File: src/rtl/fm_tx_pkg.sv
// Shared definitions for the FM transmitter audio path.
//
// Contents:
//   I2S_DW_DEFAULT      - default audio word width delivered to the modulator
//   SYNC_STAGES_DEFAULT - default flop count per asynchronous input
//   rx_state_e          - I2S receiver framing state (HUNT / RUN)
//   CH_LEFT / CH_RIGHT  - word-select encodings of the two stereo channels
package fm_tx_pkg;

  localparam int I2S_DW_DEFAULT      = 16;
  localparam int SYNC_STAGES_DEFAULT = 2;

  typedef enum logic {
    HUNT = 1'b0,
    RUN  = 1'b1
  } rx_state_e;

  localparam logic CH_LEFT  = 1'b0;
  localparam logic CH_RIGHT = 1'b1;

endpackage

File: src/rtl/i2s_oversampled_rx_sync_ff.sv
// sync_ff: N-stage single-bit synchronizer for bringing an asynchronous
// level into the clk domain.
//
// Parameters:
//   N    - number of flop stages (2 or more)
// Ports:
//   clk  - system clock
//   rst  - synchronous active-high reset, clears every stage to 0
//   d_i  - asynchronous input
//   q_o  - synchronized output (last stage)
module sync_ff #(
  parameter int N = 2
) (
  input  logic clk,
  input  logic rst,
  input  logic d_i,
  output logic q_o
);

  logic [N-1:0] stage_q;

  always_ff @(posedge clk) begin
    if (rst) begin
      stage_q <= '0;
    end else begin
      stage_q <= {stage_q[N-2:0], d_i};
    end
  end

  assign q_o = stage_q[N-1];

endmodule

File: src/rtl/i2s_oversampled_rx.sv
// i2s_oversampled_rx: I2S receiver running entirely in the system clock
// domain. i2s_clk, i2s_ws and i2s_din are synchronized and oversampled; a
// rising edge of the synchronized bit clock is a bit event. Words are
// assembled MSB first and the selected channel is presented MSB-aligned on
// dout with a one-cycle dvalid pulse.
//
// Parameters:
//   DW          - output word width (extra bits dropped, short words padded)
//   SYNC_STAGES - flops per asynchronous input (2 or more)
// Ports:
//   clk      - system clock, rising edge
//   rst      - synchronous active-high reset
//   i2s_clk  - asynchronous I2S bit clock
//   i2s_ws   - asynchronous word select (0 = left, 1 = right)
//   i2s_din  - asynchronous serial data, MSB first, one-bit delay after WS
//   chan_sel - channel to output (0 = left, 1 = right), quasi-static
//   dout     - last completed word of the selected channel
//   dvalid   - one-cycle pulse when dout updates
//
// Build option:
//   I2S_RX_UNSIGNED_EN - when defined, the dout MSB is inverted at the output
//                        register (two's complement -> offset binary).
module i2s_oversampled_rx
  import fm_tx_pkg::*;
#(
  parameter int DW          = I2S_DW_DEFAULT,
  parameter int SYNC_STAGES = SYNC_STAGES_DEFAULT
) (
  input  logic          clk,
  input  logic          rst,
  input  logic          i2s_clk,
  input  logic          i2s_ws,
  input  logic          i2s_din,
  input  logic          chan_sel,
  output logic [DW-1:0] dout,
  output logic          dvalid
);

  localparam int CW = $clog2(DW + 1);

  // ---------------------------------------------------------------------
  // Input synchronizers: bit 0 = sck, bit 1 = ws, bit 2 = din
  // ---------------------------------------------------------------------
  logic [2:0] async_in;
  logic [2:0] sync_out;

  assign async_in = {i2s_din, i2s_ws, i2s_clk};

  for (genvar gi = 0; gi < 3; gi++) begin : g_sync
    sync_ff #(
      .N (SYNC_STAGES)
    ) u_sync (
      .clk (clk),
      .rst (rst),
      .d_i (async_in[gi]),
      .q_o (sync_out[gi])
    );
  end

  logic sck_s;
  logic ws_s;
  logic din_s;

  assign sck_s = sync_out[0];
  assign ws_s  = sync_out[1];
  assign din_s = sync_out[2];

  // ---------------------------------------------------------------------
  // Bit-event capture: ws/din are taken in the cycle the edge is seen and
  // held alongside the event flag so the framing logic sees one aligned set.
  // ---------------------------------------------------------------------
  logic sck_d_q;
  logic ev_q;
  logic ev_ws_q;
  logic ev_din_q;
  logic bit_evt;

  assign bit_evt = sck_s & ~sck_d_q;

  always_ff @(posedge clk) begin
    if (rst) begin
      sck_d_q  <= 1'b0;
      ev_q     <= 1'b0;
      ev_ws_q  <= 1'b0;
      ev_din_q <= 1'b0;
    end else begin
      sck_d_q  <= sck_s;
      ev_q     <= bit_evt;
      ev_ws_q  <= ws_s;
      ev_din_q <= din_s;
    end
  end

  // ---------------------------------------------------------------------
  // Framing state machine
  // ---------------------------------------------------------------------
  rx_state_e         state_q,    state_d;
  logic [CW-1:0]     bit_cnt_q,  bit_cnt_d;
  logic [DW-1:0]     shreg_q,    shreg_d;
  logic              ws_last_q,  ws_last_d;
  logic [DW-1:0]     word_q,     word_d;
  logic              word_vld_q, word_vld_d;

  logic [DW-1:0]     shreg_wr;
  logic [CW-1:0]     cnt_inc;

  always_ff @(posedge clk) begin
    if (rst) begin
      state_q    <= HUNT;
      bit_cnt_q  <= '0;
      shreg_q    <= '0;
      ws_last_q  <= 1'b0;
      word_q     <= '0;
      word_vld_q <= 1'b0;
    end else begin
      state_q    <= state_d;
      bit_cnt_q  <= bit_cnt_d;
      shreg_q    <= shreg_d;
      ws_last_q  <= ws_last_d;
      word_q     <= word_d;
      word_vld_q <= word_vld_d;
    end
  end

  always_comb begin
    // Shift register with the current bit placed at DW-1-bit_cnt; once
    // bit_cnt reaches DW no position matches, so surplus bits are dropped.
    shreg_wr = shreg_q;
    for (int i = 0; i < DW; i++) begin
      if (bit_cnt_q == CW'(DW - 1 - i)) begin
        shreg_wr[i] = ev_din_q;
      end
    end
    cnt_inc = (bit_cnt_q == CW'(DW)) ? bit_cnt_q : bit_cnt_q + CW'(1);

    state_d    = state_q;
    bit_cnt_d  = bit_cnt_q;
    shreg_d    = shreg_q;
    ws_last_d  = ws_last_q;
    word_d     = word_q;
    word_vld_d = 1'b0;

    case (state_q)
      HUNT: begin
        // Wait for a WS transition so the first word delivered is whole.
        if (ev_q) begin
          ws_last_d = ev_ws_q;
          if (ev_ws_q != ws_last_q) begin
            shreg_d   = '0;
            bit_cnt_d = '0;
            state_d   = RUN;
          end
        end
      end
      RUN: begin
        if (ev_q) begin
          if (ev_ws_q == ws_last_q) begin
            shreg_d   = shreg_wr;
            bit_cnt_d = cnt_inc;
          end else begin
            // The bit at the WS change still belongs to the previous word.
            if (ws_last_q == chan_sel) begin
              word_d     = shreg_wr;
              word_vld_d = 1'b1;
            end
            shreg_d   = '0;
            bit_cnt_d = '0;
            ws_last_d = ev_ws_q;
          end
        end
      end
      default: state_d = HUNT;
    endcase
  end

  // ---------------------------------------------------------------------
  // Output register
  // ---------------------------------------------------------------------
  logic [DW-1:0] word_out;

`ifdef I2S_RX_UNSIGNED_EN
  assign word_out = {~word_q[DW-1], word_q[DW-2:0]};
`else
  assign word_out = word_q;
`endif

  logic [DW-1:0] dout_q;
  logic          dvalid_q;

  always_ff @(posedge clk) begin
    if (rst) begin
      dout_q   <= '0;
      dvalid_q <= 1'b0;
    end else begin
      dvalid_q <= word_vld_q;
      if (word_vld_q) begin
        dout_q <= word_out;
      end
    end
  end

  assign dout   = dout_q;
  assign dvalid = dvalid_q;

endmodule

File: config.mk
export PLATFORM = sky130hd
export DESIGN_NAME = i2s_oversampled_rx
export DESIGN_NICKNAME = d
export VERILOG_FILES = /design/src/rtl/fm_tx_pkg.sv /design/src/rtl/i2s_oversampled_rx_sync_ff.sv /design/src/rtl/i2s_oversampled_rx.sv
export SDC_FILE = /design/constraint.sdc
export NUM_CORES = 1
export LEC_CHECK = 0
export ABC_AREA = 0
export CAP_MARGIN = 5
export CORE_MARGIN = 2
export CORE_UTILIZATION = 25
export CTS_BUF_LIST = sky130_fd_sc_hd__clkbuf_16
export DETAILED_ROUTE_END_ITERATION = 8
export GPL_TIMING_DRIVEN = 0
export PLACE_DENSITY = 0.46
export RECOVER_POWER = 25
export SYNTH_ARGS = -nofsm -noshare
export SYNTH_HDL_FRONTEND = slang
export SYNTH_SLANG_ARGS = --single-unit
File: constraint.sdc
create_clock -name clk -period 3.9 [get_ports clk]
set_input_delay 0.78 -clock clk [delete_from_list [all_inputs] [get_ports clk]]
set_output_delay 0.78 -clock clk [all_outputs]
set_load 0.01 [all_outputs]
==> results.md <==
- The run finished with clean final reports.
- The share of the Yosys chip area taken by registers is 0.486.
- The cell area that synthesis handed to floorplanning was 2760 µm².
- The final setup violation count is 0.
- The part of the cycle the worst path needs is 0.641.
- Across all setup checks in the final design, the least slack found is 1.40 ns.
- The total count of max-transition violations in the final report came to 0.
- The maximum net fanout on the critical path is 10.
- By count the netlist is led by dfxtp_1, mux2i_1, o2bb2ai_1.
- Synthesis produced a netlist with a net count of 257.
- The logic gate share of total power is 0.023.
- The number of H-tree levels is 3.
- Once layout is complete, the utilization of the core stands at 0.317.
- The initial core utilization is 0.256.
- For this block, the routed nets add up to 6.01 mm of wire.
- TritonCTS built the clock tree.
- The switching portion of total power is 0.205.
- The die is 109 µm wide.
- The setup skew after layout is 0.00692 ns.
- The clock insertion delay at the later pin of the skew report is 0.33 ns.
- The standby leakage power is 1.18 nW.
- The first-pass iteration count of the detailed router is 4.
- Counting flops with a built-in enable in the synthesized netlist gives 0.
- The total count of hold-check failures in the final report is 0.
- The number of setup buffers added after CTS is 0.
- The clock network fraction of design power is 0.513.
- The path class of the tightest hold or removal check is flip-flop to flip-flop.
- The I/O pin count is 23.
- The count of input and output buffers is 22.
- After floorplanning, the core was sized to cover 10800 µm².
- The worst-case IR drop observed on VDD is 232 µV.
- The synthesized design contains 67 register bits.
- The cell count after synthesis came out at 246.
- The number of DRC violations after detailed-routing iteration 0 is 68.
- STA classifies the critical path endpoint as a flip-flop.
- The data arrival time at the worst-slack endpoint is 2.76 ns.
- The required arrival time at the worst endpoint is 4.16 ns.
- The fraction of final layout cells sized beyond drive strength 1 is 0.116.
- The setup TNS is 0 ns.
- The post-synthesis to final-layout area growth is 23.9%.
- The total of warnings raised by yosys is 0.
- The number of buffers added to fix hold violations after cts is 0.
- The routed layout has 1909 vias.
- Clock-pin slew was measured on the worst setup and hold paths at 0.05 ns.
- The hold path startpoint is sck_d_q$_SDFF_PP0_.
- From bottom edge to top edge, the die measures 109 µm.
- In the global route stage, overall resource usage came out at 0.114.
- The type of element launching the critical path is an input pin.
- In this run the power density over the cells is 435 nW/µm².
- Each instance of the synthesized netlist takes up on average 11.2 µm².
- The post-cts sizing count is 0.
- The standard-cell row count is 38.
- The most common cell in the synthesized netlist is dfxtp_1.
- For the finished layout, the period the worst path requires is 2.50 ns.
- The launch point of the worst path is chan_sel.
- In the final design database the tool counted 290 nets.
- The internal power contribution is 0.00118 W.
- The global-route wire length before repair is 10.2 mm.
- The initial antenna violation count is 0.
- The worst slew margin relative to its limit is 0.344.
- The placer's final routability congestion estimate is 0.747.
- Setup repair after global routing left no endpoint under its margin.
- The worst-margin pin slew is 0.975 ns.
- The launch instance of the worst register-to-register path is ev_ws_q$_SDFF_PP0_.
- The via count of the first global-routing pass came to 1921.
- The root buffer cell chosen for the clock tree is clkbuf_16.
- The most used flip-flop cell after synthesis is dfxtp_1.
- Timing analysis after detailed placement gives a worst setup slack of 1.41 ns.
- The critical path is of the input pin to flip-flop type.
- The wire-length estimate of the detail-placed layout is 3.94 mm.
- The share of synthesized area in the top cell type comes to 0.486.
- The maximum buffer depth of the clock tree is 2.
- Entering global routing, the biggest net connects 11 pins.
- The cell type with the highest aggregate area in the netlist is dfxtp_1.
- 0 antenna diodes ended up in the layout.
- The count of maximum capacitance violations is 0.
- The detail route stage leaves a number of antenna-violating nets equal to 0.
- The number of different library cells in the post-synthesis netlist is 41.
- For this run, the top clock speed supported by timing is 400 MHz.
- The die footprint is 11900 µm².
- Summed over all layers, the global routing overflow is 0.
- The total number of clock tree sinks is 67.
- The detailed-route DRC error count is 0.
- Dividing the detail-routed wire length by the instance count gives 14.2 µm.
- The routed via count divided by cell count is 4.50.
- The number of clock buffers added by TritonCTS is 9.
- The number of fill cells in the layout is 1124.
- The async set-reset flop share out of synthesis is 0.
- The power share of the sequential group is 0.464.
- For this design the total switching power over the nets is 0.000305 W.
- After synthesis, the cell types taking the most area are dfxtp_1, mux2i_1, o2bb2ai_1, nor4bb_1, nor2_1.
layout make-up:
class,count,area (µm²),area share
sequential,67,1340,0.393
multi-input combinational,151,1260,0.369
clock buffer,9,225,0.0659
timing repair buffer,22,220,0.0644
tap,140,175,0.0513
buffer,20,113,0.0330
clock inverter,7,52.6,0.0154
inverter,8,30.0,0.00879
cells by family after synthesis:
group / Yosys count / share of synthesized area
compound gates: 47 / 0.156
xor+xnor: 2 / 0.00907
fa+ha+maj: 5 / 0.0227
buf+inv: 28 / 0.0522
flops: 67 / 0.486
mux: 34 / 0.124
simple gates: 63 / 0.151
layout by cell type (no fill, tap or decap), drive strengths merged, types with 2 or more instances in the layout:
cell / netlist / layout
nand4b: 3 / 3
clkbuf: 5 / 15
nor4b: 5 / 5
clkdlybuf4s50: 0 / 17
a32o: 2 / 2
buf: 15 / 14
inv: 8 / 11
dlygate4sd3: 0 / 5
clkinv: 0 / 3
a21o: 2 / 2
nor2: 20 / 20
o2bb2ai: 31 / 31
nor4bb: 8 / 8
ha: 5 / 5
nor2b: 11 / 11
mux2i: 33 / 33
a21boi: 3 / 3
nand2: 6 / 6
o32ai: 3 / 3
dfxtp: 67 / 67
nand4: 2 / 2
per-layer routing:
layer  part of all wire  vias up  track usage
li1                   -      970            -
met1               0.50      894        0.154
met2               0.43       36        0.167
met3              0.038        9       0.0305
met4              0.024        0       0.0604
met5                  0        -            0
power by group through the flow:
stage	registers (W)	logic, W	clock network [W]
finish	0.000690	0.0000342	0.000763
CTS	0.000690	0.0000370	0.000782
detailed placement	0.000705	0.0000372	0
global placement	0.000705	0.0000368	0
global route	0.000690	0.0000385	0.000821
floorplan	0.000704	0.0000225	0
stage by stage:
stage / power, W / instance area, µm² / hold WS (ns) / instances
floorplan: 0.000727 / 2760 / 0.367 / 246
global placement: 0.000741 / 3150 / 0.374 / 408
detailed placement: 0.000742 / 3150 / 0.380 / 408
CTS: 0.00151 / 3430 / 0.388 / 424
global route: 0.00155 / 3420 / 0.413 / 424
finish: 0.00149 / 3420 / 0.384 / 424
critical path: stages:
cell and delay, ns:
dlygate4sd3_1 0.58, and3b_4 0.20, o31ai_1 0.81, buf_6 0.25, o2bb2ai_1 0.13
path summary, 6_finish.rpt:
path | end | slack [ns] | cells after the start
worst max-delay path | word_out[12]$_SDFFE_PP0P_ | 1.40 | 5
worst min-delay path | ev_q$_SDFF_PP0_ | 0.38 | 1
worst max register to register | word_out[12]$_SDFFE_PP0P_ | 1.95 | 4
worst min register to register | ev_q$_SDFF_PP0_ | 0.38 | 1
sequential cells by signal, indices dropped and copies added (netlist names):
name                   flops
dout                      16
shreg_q                   16
word_out                  16
g_sync.u_sync.stage_q      6
bit_cnt_q                  5
dvalid                     1
ev_din_q                   1
ev_q                       1
ev_ws_q                    1
sck_d_q                    1
state_q                    1
word_vld_q                 1
ws_last_q                  1
Note: power is estimated with default switching activity, not from simulation.
